`src/rtl/role_ctrl.sv`:
```
// role_ctrl: AXI4-Lite register front end that sequences, times and reports runs of the role core
// Ports: clk/rst_n (async active-low); s_axil_* AXI4-Lite slave; role_start/role_abort one-cycle
// pulses to the core; role_done completion pulse in; role_arg0/1 run arguments; role_status
// passthrough status word; irq level interrupt.
module role_ctrl #(
  parameter int          ADDR_W  = 6,
  parameter logic [31:0] VERSION = 32'h0001_0000
) (
  input  logic              clk,
  input  logic              rst_n,
  input  logic [ADDR_W-1:0] s_axil_awaddr,
  input  logic              s_axil_awvalid,
  output logic              s_axil_awready,
  input  logic [31:0]       s_axil_wdata,
  input  logic [3:0]        s_axil_wstrb,
  input  logic              s_axil_wvalid,
  output logic              s_axil_wready,
  output logic [1:0]        s_axil_bresp,
  output logic              s_axil_bvalid,
  input  logic              s_axil_bready,
  input  logic [ADDR_W-1:0] s_axil_araddr,
  input  logic              s_axil_arvalid,
  output logic              s_axil_arready,
  output logic [31:0]       s_axil_rdata,
  output logic [1:0]        s_axil_rresp,
  output logic              s_axil_rvalid,
  input  logic              s_axil_rready,
  output logic              role_start,
  output logic              role_abort,
  input  logic              role_done,
  output logic [31:0]       role_arg0,
  output logic [31:0]       role_arg1,
  input  logic [31:0]       role_status,
  output logic              irq
);
  typedef enum logic [1:0] {S_IDLE, S_START, S_RUN} state_t;
  state_t      r_state, w_next;
  logic        r_init, r_bvalid, r_rvalid, r_irq_en, r_done, r_timeout, r_irq, r_abort;
  logic [31:0] r_rdata, r_arg0, r_arg1, r_tlimit, r_cycles, w_cyc_nxt, w_rd;
  logic [2:0]  w_widx;
  logic        w_wok, w_ctrl_wr, w_stat_wr, w_start_wr, w_abort_wr, w_go, w_to, w_busy;
  logic        w_set_done, w_set_to, w_do_abort, w_unused;
  function automatic logic [31:0] f_merge(input logic [31:0] old, input logic [31:0] d, input logic [3:0] s);
    logic [31:0] v;
    v = old;
    for (int i = 0; i < 4; i++) if (s[i]) v[8*i +: 8] = d[8*i +: 8];
    return v;
  endfunction
  // r_init keeps every ready low until the first clock after reset release
  assign s_axil_awready = r_init & s_axil_awvalid & s_axil_wvalid & ~r_bvalid;
  assign s_axil_wready  = s_axil_awready;
  assign s_axil_arready = r_init & ~r_rvalid;
  assign s_axil_bvalid  = r_bvalid;
  assign s_axil_rvalid  = r_rvalid;
  assign s_axil_rdata   = r_rdata;
  assign s_axil_bresp   = 2'b00;
  assign s_axil_rresp   = 2'b00;
  assign role_start     = r_state == S_START;
  assign role_abort     = r_abort;
  assign role_arg0      = r_arg0;
  assign role_arg1      = r_arg1;
  assign irq            = r_irq;
  assign w_unused       = ^{s_axil_awaddr[1:0], s_axil_araddr[1:0]};
  assign w_busy     = r_state != S_IDLE;
  assign w_widx     = s_axil_awaddr[4:2];
  assign w_wok      = s_axil_awready && s_axil_awaddr[ADDR_W-1:5] == '0;
  assign w_ctrl_wr  = w_wok && w_widx == 3'd0 && s_axil_wstrb[0];
  assign w_stat_wr  = w_wok && w_widx == 3'd1 && s_axil_wstrb[0];
  assign w_start_wr = w_ctrl_wr & s_axil_wdata[0];
  assign w_abort_wr = w_ctrl_wr & s_axil_wdata[1];
  assign w_go       = r_state == S_IDLE && w_start_wr;
  assign w_cyc_nxt  = &r_cycles ? r_cycles : r_cycles + 32'd1;
  // compare against the post-increment count so CYCLES ends exactly at TLIMIT
  assign w_to       = r_tlimit != '0 && w_cyc_nxt == r_tlimit;
  always_comb begin
    w_next     = r_state;
    w_set_done = 1'b0;
    w_set_to   = 1'b0;
    w_do_abort = 1'b0;
    unique case (r_state)
      S_IDLE:  if (w_start_wr) w_next = S_START;
      S_START: w_next = S_RUN;
      S_RUN: begin
        if (role_done) begin
          w_next     = S_IDLE;
          w_set_done = 1'b1;
        end else if (w_to) begin
          w_next     = S_IDLE;
          w_set_to   = 1'b1;
          w_do_abort = 1'b1;
        end else if (w_abort_wr) begin
          w_next     = S_IDLE;
          w_do_abort = 1'b1;
        end
      end
      default: w_next = S_IDLE;
    endcase
  end
  always_comb begin
    w_rd = '0;
    if (s_axil_araddr[ADDR_W-1:5] == '0)
      case (s_axil_araddr[4:2])
        3'd0:    w_rd = {29'd0, r_irq_en, 2'b00};
        3'd1:    w_rd = {29'd0, r_timeout, r_done, w_busy};
        3'd2:    w_rd = r_arg0;
        3'd3:    w_rd = r_arg1;
        3'd4:    w_rd = r_tlimit;
        3'd5:    w_rd = r_cycles;
        3'd6:    w_rd = role_status;
        default: w_rd = VERSION;
      endcase
  end
  always_ff @(posedge clk or negedge rst_n)
    if (!rst_n) r_state <= S_IDLE;
    else r_state <= w_next;
  always_ff @(posedge clk or negedge rst_n) begin
    if (!rst_n) begin
      r_init    <= 1'b0;
      r_bvalid  <= 1'b0;
      r_rvalid  <= 1'b0;
      r_rdata   <= '0;
      r_irq_en  <= 1'b0;
      r_done    <= 1'b0;
      r_timeout <= 1'b0;
      r_irq     <= 1'b0;
      r_abort   <= 1'b0;
      r_arg0    <= '0;
      r_arg1    <= '0;
      r_tlimit  <= '0;
      r_cycles  <= '0;
    end else begin
      r_init    <= 1'b1;
      r_bvalid  <= s_axil_awready ? 1'b1 : (s_axil_bready ? 1'b0 : r_bvalid);
      r_rvalid  <= s_axil_arready && s_axil_arvalid ? 1'b1 : (s_axil_rready ? 1'b0 : r_rvalid);
      if (s_axil_arready && s_axil_arvalid) r_rdata <= w_rd;
      if (w_ctrl_wr) r_irq_en <= s_axil_wdata[2];
      // a flag being set this cycle beats a simultaneous W1C
      r_done    <= w_set_done | (r_done & ~(w_stat_wr & s_axil_wdata[1]) & ~w_go);
      r_timeout <= w_set_to | (r_timeout & ~(w_stat_wr & s_axil_wdata[2]) & ~w_go);
      r_irq     <= r_irq_en & (r_done | r_timeout);
      r_abort   <= w_do_abort;
      if (w_go) r_cycles <= '0;
      else if (r_state == S_RUN) r_cycles <= w_cyc_nxt;
      if (w_wok && !w_busy && w_widx == 3'd2) r_arg0 <= f_merge(r_arg0, s_axil_wdata, s_axil_wstrb);
      if (w_wok && !w_busy && w_widx == 3'd3) r_arg1 <= f_merge(r_arg1, s_axil_wdata, s_axil_wstrb);
      if (w_wok && w_widx == 3'd4) r_tlimit <= f_merge(r_tlimit, s_axil_wdata, s_axil_wstrb);
    end
  end
endmodule

```
`config.mk`:
```
export PLATFORM = sky130hd
export DESIGN_NAME = role_ctrl
export DESIGN_NICKNAME = d
export VERILOG_FILES = /design/src/rtl/role_ctrl.sv
export SDC_FILE = /design/constraint.sdc
export NUM_CORES = 1
export LEC_CHECK = 0
export ABC_CLOCK_PERIOD_IN_PS = 6200
export BUFFER_PORTS_ARGS = -buffer_cell sky130_fd_sc_hd__buf_2
export CORE_MARGIN = 3
export CORE_UTILIZATION = 45
export DETAILED_ROUTE_END_ITERATION = 16
export PLACE_DENSITY = 0.75
export SYNTH_ARGS = -nofsm -noshare
export SYNTH_HDL_FRONTEND = slang
export SYNTH_SLANG_ARGS = --single-unit
```
`constraint.sdc`:
```
create_clock -name clk -period 6.2 [get_ports clk]
set_clock_uncertainty 0.05 [all_clocks]
set_input_delay 0.62 -clock clk [delete_from_list [all_inputs] [get_ports clk]]
set_output_delay 0.62 -clock clk [all_outputs]
set_load 0.03 [all_outputs]
```
==> metrics.md <==
| Metric | Value |
|---|---|
| Buf/Inv on CP | `1` |
| CP startpoint kind | `flip-flop` |
| Root Driver | `clkbuf_16` |
| PwrDens | `between 200 and 300 nW/um^2` |
| Delay-heaviest family, CP | `simple AND/OR/NAND/NOR gates` |
| Worst skew pair latency | `between 400 and 500 ps` |
| Drt first-iter violations | `approximately 900` |
| Via count | `between 8000 and 9000` |
| Largest family of logic cells by synthesized area | `compound AO/OA/AOI/OAI gates` |
| CP max stage delay | `between 800 and 900 ps` |
| Final Setup Violations | `0` |
| Share of cells above drive strength 1 | `about a third` |
| Syn_area_per_cell | `just over 10 um^2` |
| Post-route ant nets | `0` |
| Die height | `approximately 150 um` |
| RSZ-0062 raised after global routing | `false` |
| Vias per inst | `approximately 6.3` |
| Netlist Area Pre-Place | `around 9600 um^2` |
| Dpl ws | `around 1900 ps` |
| XOR/XNOR Fraction of Synth Area | `around 3.7%` |
| Post-synth EDFFs | `0` |
| Worst Max-Slew Pin Slew | `1300 ps` |
| Total Routing Usage GR | `between 20% and 30%` |
| Slew headroom | `a little over an eighth` |
| Worst setup path startpoint | `r_cycles[0]` |
| Peak fanout along the critical path | `8` |
| Share of total power in combinational logic | `23.5%` |
| Pleak | `5.36 nW` |
| Synth cell types | `72` |
| Tmin final | `4420 ps` |
| Yosys warning count | `0` |
| CTS sink cnt | `170` |
| Fmax | `between 200 and 250 MHz` |
| Pint | `around 0.0021 W` |
| Sequential area share after synthesis | `around 45%` |
| Min-delay worst type | `in -> async` |
| # DRC | `0` |
| Grt ovf | `0` |
| WL per Instance | `22.2 um` |
| Reg clk slew, reported paths | `about 70 ps` |
| Setup TNS | `0 ps` |
| Core Area | `20600 um^2` |
| DRT Wirelength | `30100 um` |
| Area share of the leading cell type in the synthesized netlist | `~45%` |
| IO Count | `slightly below 200` |
| Power Total | `between 0.003 and 0.004 W` |
| Final nets | `1164` |
| Gates resized, CTS repair | `0` |
| FFs w/ async S/R, synth | `100%` |
| Slowest cell on crit path | `nor4_1` |
| Net Switching | `around 0.0011 W` |
| Layout area overhead | `17.5%` |
| RR Startpoint | `r_cycles[0]` |
| Worst endpoint required time | `6480 ps` |
| Period utilization | `71.2%` |
| # port buffers | `187` |
| Worst setup path end | `r_state[1]` |
| Top_reg_cell synth | `dfrtp_1` |
| Compound-gate portion of the synthesized area | `between 10% and 20%` |
| Htree depth | `4` |
| CP Class | `reg -> reg` |
| Adder-cell share of the synthesized area | `less than 1%` |
| Commonest non-fill, non-tap cells in the layout | `186 x buf_2, 170 x dfrtp_1, 130 x mux2_2` |
| Placer Congestion | `between 0.9 and 1` |
| Die footprint | `approximately 23000 um^2` |
| Switching Share | `between 30% and 40%` |
| DP Wirelength | `between 20000 and 25000 um` |
| Worst-path cell chain | `ha_1 -> nand3_1 -> nor4_1 -> buf_4 -> nand2_1 -> nand4_1 -> o221ai_1 -> or4_1 -> or4_4 -> a31o_1` |
| First-pass GRT wire length | `roughly 46000 um` |
| Seq pwr share | `between 40% and 50%` |
| Fin util | `between 50% and 60%` |
| Synth Register Bits | `between 150 and 200` |
| Post-synth top area cell | `dfrtp_1` |
| Fillcell total | `around 1800` |
| Pre-antenna DRT Iters | `10` |
| Final Max Slew Viols | `0` |
| CTS tree | `yes` |
| Clock power frac | `approximately 34%` |
| Vias in the first global route | `between 8000 and 9000` |
| Critical Path AT | `between 4000 and 5000 ps` |
| Setup Fix Bufs, Post-CTS | `0` |
| Cell count after synthesis | `between 900 and 1000` |
| Row cnt | `52` |
| Post-synthesis mux area share | `around 16%` |
| Critical path depth | `10` |
| Largest net degree at the start of global routing | `99` |
| Fin. Hold Viols | `0` |
| Leading post-synthesis cells by cell area | `dfrtp_1 45%, mux2_2 15%, o21ai_0 4.2%` |
| Hold buffers post-CTS | `0` |
| Fin cells | `1358` |
| Die Width | `~150 um` |
| Reg2Reg Depth | `10` |
| R2R Setup Slk | `approximately 1800 ps` |
| Starting Density | `between 40% and 50%` |
| Placed insts | `1326` |
| Outcome | `completed` |
| Crit. End Element | `flip-flop` |
| PnR worst setup slack | `between 1500 and 2000 ps` |
| Leading cell type in the layout, fill and taps excluded | `buf_2` |
| Post-Synth Simple-Gate Area | `around 14%` |
| Peak VDD IR | `around 0.00021 V` |
| Cts bufs inserted | `17` |
| Initial antenna violation count | `0` |
| Clk buf depth | `2` |
| MaxCap Viol Count | `0` |
| Worst R2R End | `r_state[1]` |
[flip-flops by register name, summed over array words and instances, names as in the netlist]
register and cells:
s_axil_bvalid 1, r_done 1, r_tlimit 32, r_irq_en 1
s_axil_rdata 32, s_axil_rvalid 1, r_timeout 1, r_init 1
role_arg0 32, role_abort 1, role_arg1 32, irq 1
r_cycles 32, r_state 2
[stage by stage]
step,instance area (um^2),hold slack (ps)
final,11200,217
after global routing,11200,281
after CTS,11200,266
after detailed placement,10600,415
after global placement,10600,410
after floorplan,9570,274
[kinds of logic (layout without fill, tap and decap cells)]
logic type	after synthesis	in the layout
AO/OA/AOI/OAI	241	241
XOR/XNOR	40	40
adder cells (fa/ha/maj)	1	1
buffers and inverters	86	244
flip-flops	170	170
multiplexers	134	134
other	2	6
AND/OR/NAND/NOR	252	252
[routing by layer]
metal / up-vias / track usage [%] / share of wire [%]
li1: 3792 / - / -
met1: 4239 / 34.8 / 42
met2: 481 / 41.7 / 48
met3: 57 / 4.73 / 8.3
met4: 0 / 8.49 / 2.2
met5: - / 0 / 0
[final cells by class]
| cell class | instances | area, um^2 | share of cell area (%) |
|---|---|---|---|
| Antenna cell | 1 | 2.50 | 0.0223 |
| Clock buffer | 18 | 439 | 3.91 |
| Clock inverter | 13 | 156 | 1.39 |
| Inverter | 13 | 48.8 | 0.435 |
| Multi-Input combinational cell | 673 | 4950 | 44.1 |
| Sequential cell | 170 | 4250 | 37.9 |
| Tap cell | 270 | 338 | 3.01 |
| Timing Repair Buffer | 200 | 1040 | 9.26 |
[power by group through the flow]
stage / Sequential (W) / Combinational [W] / Clock [W]
floorplan: 0.00140 / 0.000498 / 0
global placement: 0.00139 / 0.000739 / 0
detailed placement: 0.00140 / 0.000746 / 0
CTS: 0.00138 / 0.000753 / 0.00110
global route: 0.00140 / 0.000822 / 0.00114
finish: 0.00139 / 0.000762 / 0.00109
[synthesized netlist by cell type, drive strengths merged (4+ instances only)]
master / instances
a211oi: 4
mux2i: 4
and3: 16
or4: 6
xnor2: 24
a31oi: 9
mux2: 130
nand2b: 5
a22oi: 4
a222oi: 28
nor2b: 11
o22ai: 4
nand2: 77
nor3: 12
dfrtp: 170
nor2: 46
buf: 30
a22o: 30
clkbuf: 43
nand4: 22
o21a: 4
o41ai: 8
a21oi: 29
o31ai: 11
and2: 5
o21ai: 81
nand3: 21
xor2: 16
nor4: 14
inv: 13
[how the worst min path moves through the flow]
| stage | slack, ps | depth (start not counted) | to |
|---|---|---|---|
| floorplan | 270 | 0 | irq |
| global placement | 410 | 2 | s_axil_rdata[16] |
| detailed placement | 410 | 2 | s_axil_rdata[16] |
| CTS | 270 | 1 | s_axil_rdata[9] |
| global route | 280 | 1 | s_axil_rdata[9] |
| finish | 220 | 1 | s_axil_rdata[9] |
No activity file was read; power rests on OpenSTA's default activity.
